<file path="config.mk">
export PLATFORM = sky130hd
export DESIGN_NAME = alu_req_issuer
export DESIGN_NICKNAME = d
export VERILOG_FILES = /design/src/rtl/alu_req_issuer.sv
export SDC_FILE = /design/constraint.sdc
export NUM_CORES = 1
export LEC_CHECK = 0
export CORE_UTILIZATION = 46
export CTS_CLUSTER_SIZE = 24
export DETAILED_ROUTE_END_ITERATION = 16
export GPL_ROUTABILITY_DRIVEN = 0
export PLACE_DENSITY_LB_ADDON = 0.05
export SLEW_MARGIN = 25
export SYNTH_ARGS = -nofsm -noshare
export SYNTH_HDL_FRONTEND = slang
export SYNTH_SLANG_ARGS = --single-unit
</file>
<file path="constraint.sdc">
create_clock -name CLK -period 6.9 [get_ports CLK]
set_input_delay 1.38 -clock CLK [delete_from_list [all_inputs] [get_ports CLK]]
set_output_delay 1.38 -clock CLK [all_outputs]
set_load 0.05 [all_outputs]
</file>
<file path="src/rtl/alu_req_issuer.sv">
// rtl/alu_req_issuer.sv - request FIFO that issues paced single beats to the ALU input bus
// Define ALU_CMD_FILTER_EN to discard requests whose MODE/CMD pair the ALU does not implement.
module alu_req_issuer #(
  parameter int WIDTH   = 8,
  parameter int CWIDTH  = 4,
  parameter int DEPTH   = 4,
  parameter int OP_LAT  = 1,
  parameter int MUL_LAT = 3
) (
  input  logic                     CLK,
  input  logic                     RST,
  input  logic                     req_valid,
  output logic                     req_ready,
  input  logic                     req_mode,
  input  logic [CWIDTH-1:0]        req_cmd,
  input  logic                     req_cin,
  input  logic [WIDTH-1:0]         req_opa,
  input  logic [WIDTH-1:0]         req_opb,
  output logic [1:0]               INP_VALID,
  output logic                     MODE,
  output logic                     CIN,
  output logic                     CE,
  output logic [WIDTH-1:0]         OPA,
  output logic [WIDTH-1:0]         OPB,
  output logic [CWIDTH-1:0]        CMD,
  output logic                     busy,
  output logic                     drop,
  output logic [$clog2(DEPTH):0]   fifo_count
);

  localparam int AW   = $clog2(DEPTH);
  localparam int EW   = 2 + CWIDTH + 2 * WIDTH;
  localparam int MAXL = (MUL_LAT > OP_LAT) ? MUL_LAT : OP_LAT;
  localparam int GW   = $clog2(MAXL + 1);
  localparam logic [AW:0] FULL = (AW + 1)'(DEPTH);

  typedef enum logic [1:0] {IDLE, ISSUE, WAIT} state_t;

  state_t              state;
  logic [GW-1:0]       gap;
  logic [AW-1:0]       wr_ptr;
  logic [AW-1:0]       rd_ptr;
  logic [EW-1:0]       mem [DEPTH];

  logic                h_mode;
  logic [CWIDTH-1:0]   h_cmd;
  logic                h_cin;
  logic [WIDTH-1:0]    h_opa;
  logic [WIDTH-1:0]    h_opb;
  logic                push;
  logic                pop;
  logic                legal;
  logic                is_mul;
  logic                slot_open;

  assign {h_mode, h_cmd, h_cin, h_opa, h_opb} = mem[rd_ptr];

  assign req_ready = !RST && (fifo_count != FULL);
  assign push      = req_valid && req_ready;
  // A pop may happen in IDLE or on the final WAIT cycle, so beats stay back-to-back at the minimum gap.
  assign slot_open = (state == IDLE) || ((state == WAIT) && (gap == GW'(1)));
  assign pop       = !RST && (fifo_count != '0) && slot_open;
  assign busy      = (state != IDLE) || (fifo_count != '0);
  assign is_mul    = MODE && ((CMD == CWIDTH'(9)) || (CMD == CWIDTH'(10)));

`ifdef ALU_CMD_FILTER_EN
  assign legal = h_mode ? (int'(h_cmd) <= 10) : (int'(h_cmd) <= 13);
`else
  assign legal = 1'b1;
`endif

  always_ff @(posedge CLK) begin
    if (RST) begin
      wr_ptr     <= '0;
      rd_ptr     <= '0;
      fifo_count <= '0;
    end else begin
      if (push) begin
        mem[wr_ptr] <= {req_mode, req_cmd, req_cin, req_opa, req_opb};
        wr_ptr      <= wr_ptr + 1'b1;
      end
      if (pop) begin
        rd_ptr <= rd_ptr + 1'b1;
      end
      case ({push, pop})
        2'b10:   fifo_count <= fifo_count + 1'b1;
        2'b01:   fifo_count <= fifo_count - 1'b1;
        default: fifo_count <= fifo_count;
      endcase
    end
  end

  always_ff @(posedge CLK) begin
    if (RST) begin
      state     <= IDLE;
      gap       <= '0;
      INP_VALID <= 2'b00;
      MODE      <= 1'b0;
      CIN       <= 1'b0;
      CE        <= 1'b0;
      OPA       <= '0;
      OPB       <= '0;
      CMD       <= '0;
      drop      <= 1'b0;
    end else begin
      CE   <= 1'b1;
      drop <= 1'b0;
      case (state)
        ISSUE: begin
          INP_VALID <= 2'b00;
          gap       <= is_mul ? GW'(MUL_LAT) : GW'(OP_LAT);
          state     <= WAIT;
        end
        default: begin
          if (slot_open) begin
            state <= IDLE;
            if (pop) begin
              if (legal) begin
                INP_VALID <= 2'b11;
                MODE      <= h_mode;
                CIN       <= h_cin;
                OPA       <= h_opa;
                OPB       <= h_opb;
                CMD       <= h_cmd;
                state     <= ISSUE;
              end else begin
                drop <= 1'b1;
              end
            end
          end else begin
            gap <= gap - 1'b1;
          end
        end
      endcase
    end
  end

endmodule

</file>
==> flow_summary.json <==
{
  "clkLatencyLatePin_ps": 510,
  "worst-path-max-fanout": 16,
  "syn_avg_cell_area_um2": 17.46,
  "syn_inst": 270,
  "outcome": "completed",
  "io_buffers": 54,
  "yosys_warnings": 0,
  "num-nets-final": 367,
  "layout-drive-gt1-share": 0.1609,
  "vias": 2517,
  "rrSetupSlack_ps": 4550,
  "finalSetupViolations": 0,
  "maxCapViolCount": 0,
  "fmax_mhz": 221.4,
  "root_buffer": "clkbuf_8",
  "post-route-util": 0.6058,
  "drt_iter0_markers": 86,
  "rr_startpoint": "gap[0]",
  "rsz0062_at_grt": "no",
  "yosysSeqAreaShare": 0.7093,
  "final_cell_mix": "edfxtp_1, clkdlybuf4s50_1, dfxtp_1, nand2_1, o2bb2ai_1",
  "clockBufferDepth": 2,
  "tns_ps": 0,
  "rr_worst_depth": 9,
  "placed_area_um2": 5395,
  "grt_overflow": 0,
  "finalCritPeriodShare": 0.6546,
  "grt_pass1_wl_um": 12880,
  "yosysUniqueCellTypes": 38,
  "crit_path_start_kind": "input pin",
  "syn_area_um2": 4713,
  "antenna_found_initial": 0,
  "detail_route.wl_per_cell_um": 17.59,
  "numCtsBuffers": 17,
  "wl_met3_um": 336,
  "dieArea_um2": 10660,
  "crit_end": "req_ready",
  "combPwrFrac": 0.294,
  "postCtsHoldBufs": 0,
  "p_seq_frac": 0.377,
  "slew_violations": 0,
  "grt_max_degree": 25,
  "met2_length_um": 4001,
  "reg2reg_to": "fifo_count[2]",
  "initial_core_util": 0.4778,
  "swShare": 0.3421,
  "multiInputGateArea_um2": 1250,
  "nFillCells": 730,
  "skew_ps": 6.689,
  "worstSetupPathType": "in -> out",
  "power.internal_w": 0.001709,
  "die_w_um": 103.2,
  "finalPower_w": 0.002597,
  "tritoncts": "built",
  "drt_first_pass_iters": 4,
  "cp-end-kind": "output port",
  "tightest_slew_ps": 967.1,
  "htreeDepth": 4,
  "ys_ff_latch": 123,
  "antenna_cells": 0,
  "ant_nets": 0,
  "ir_worst_vdd_uv": 216.8,
  "clkTransAtPathRegs_ps": 60,
  "core_um2": 9864,
  "syn_to_final_growth_pct": 26.79,
  "drt-met1-wl_um": 4014,
  "final_common_cell": "edfxtp_1",
  "powerDensity_nw_per_um2": 434.6,
  "grt_pass1_vias": 2323,
  "cts-resized-gates": 0,
  "critical_path_required_ps": 5520,
  "hp-class": "reg -> reg",
  "clockPowerShare": 0.329,
  "startpoint": "RST",
  "cts_setup_buffers": 0,
  "dieHeight_um": 103.2,
  "regArea_um2": 3344,
  "syn_nets": 302,
  "num_rows": 36,
  "top_layer": "met4",
  "grt_usage": 0.1762,
  "relSlewSlack": 0.3546,
  "hold_start": "OPA[3]",
  "final_cell_area_um2": 5976,
  "vias_per_cell": 5.233,
  "fin_crit_ps": 4517,
  "drc": 0,
  "cellLeakagePower_nw": 1.996,
  "hold_viol": 0,
  "io_pins": 56,
  "p_sw_w": 0.0008883,
  "cp.arrival_ps": 3140,
  "routed_wl_um": 8461,
  "clock-sinks": 123,
  "post-dp-hpwl_um": 4841
}
==> cell usage after synthesis <==
library cell | number | area share
a21oi_1 | 4 | 0.0042
a221oi_1 | 1 | 0.0019
a22oi_1 | 1 | 0.0016
a311oi_1 | 1 | 0.0019
and2_1 | 4 | 0.0053
and2b_1 | 1 | 0.0016
buf_1 | 1 | 0.00080
buf_2 | 5 | 0.0053
buf_4 | 2 | 0.0032
buf_6 | 3 | 0.0072
clkbuf_1 | 4 | 0.0032
conb_1 | 1 | 0.00080
dfxtp_1 | 35 | 0.15
edfxtp_1 | 88 | 0.56
fa_1 | 1 | 0.0042
ha_1 | 6 | 0.016
inv_1 | 9 | 0.0072
mux2_2 | 2 | 0.0048
mux2i_1 | 1 | 0.0021
mux4_1 | 11 | 0.061
mux4_2 | 11 | 0.053
nand2_1 | 24 | 0.019
nand2b_1 | 1 | 0.0013
nand4_1 | 2 | 0.0027
nor2_1 | 9 | 0.0072
nor2b_1 | 3 | 0.0040
nor3_1 | 2 | 0.0021
nor3_2 | 2 | 0.0042
nor3b_1 | 1 | 0.0016
nor3b_2 | 1 | 0.0027
nor4_4 | 1 | 0.0045
o21a_1 | 1 | 0.0016
o21ai_0 | 1 | 0.0011
o2bb2ai_1 | 22 | 0.041
o31ai_1 | 1 | 0.0016
or3_1 | 3 | 0.0040
or4_1 | 1 | 0.0016
xor2_1 | 3 | 0.0056
==> sequential cells by signal, indices dropped and copies added, names as in the netlist <==
register and flops:
MODE 1, CE 1, wr_ptr 2, OPA 8, CMD 4, mem 88
gap 2, CIN 1, OPB 8, state 2, INP_VALID 1, fifo_count 3
rd_ptr 2
==> metal layers <==
| metal | GRT usage | up-vias |
|---|---|---|
| li1 | - | 1187 |
| met1 | 0.2382 | 1260 |
| met2 | 0.2667 | 62 |
| met3 | 0.06048 | 8 |
| met4 | 0.06501 | 0 |
| met5 | 0 | - |
==> worst min-delay path by stage <==
stage / to / slack, ps / cells after the start
2_1_floorplan: gap[1] / 460 / 2
3_3_place_gp: OPB[7] / 450 / 2
3_5_place_dp: OPA[3] / 450 / 2
4_1_cts: OPA[3] / 460 / 2
5_1_grt: OPA[3] / 480 / 2
6_report: OPA[3] / 460 / 2
==> cell families after synthesis <==
family | Yosys count | share of synthesized area
flip-flops | 123 | 0.7093
AND/OR/NAND/NOR | 55 | 0.06186
AO/OA/AOI/OAI | 32 | 0.05469
multiplexers | 25 | 0.1208
buffers and inverters | 24 | 0.02681
adder cells (fa/ha/maj) | 7 | 0.02017
XOR/XNOR | 3 | 0.005576
other | 1 | 0.0007956
==> metrics by stage <==
step	cells	hold slack, ps	setup slack [ps]
after CTS	481	459.0	2369
final	481	455.4	2383
after global routing	481	477.3	2279
after detailed placement	449	451.0	2376
after floorplan	270	456.1	3284
after global placement	448	447.1	2373
==> power by group through the flow <==
stage	clock, W	combinational [W]	sequential, W
final	0.000855	0.000763	0.000979
after global routing	0.000904	0.000815	0.000995
after CTS	0.000870	0.000769	0.000981
after detailed placement	0	0.000767	0.000996
after global placement	0	0.000750	0.000991
after floorplan	0	0.000329	0.00118
==> worst max-delay path: stages <==
cell	delay [ps]
clkdlybuf4s50_1	740
nor2_1	210
clkdlybuf4s50_1	810
==> final cells by class <==
type,count,share of cell area
clock buffers,18,0.06993
clock inverters,14,0.02722
inverters,9,0.005653
multi-input cells,123,0.2092
flip-flops and latches,123,0.5597
well taps,133,0.02785
repair buffers,61,0.1005
Power figures use the tool's default switching activity.
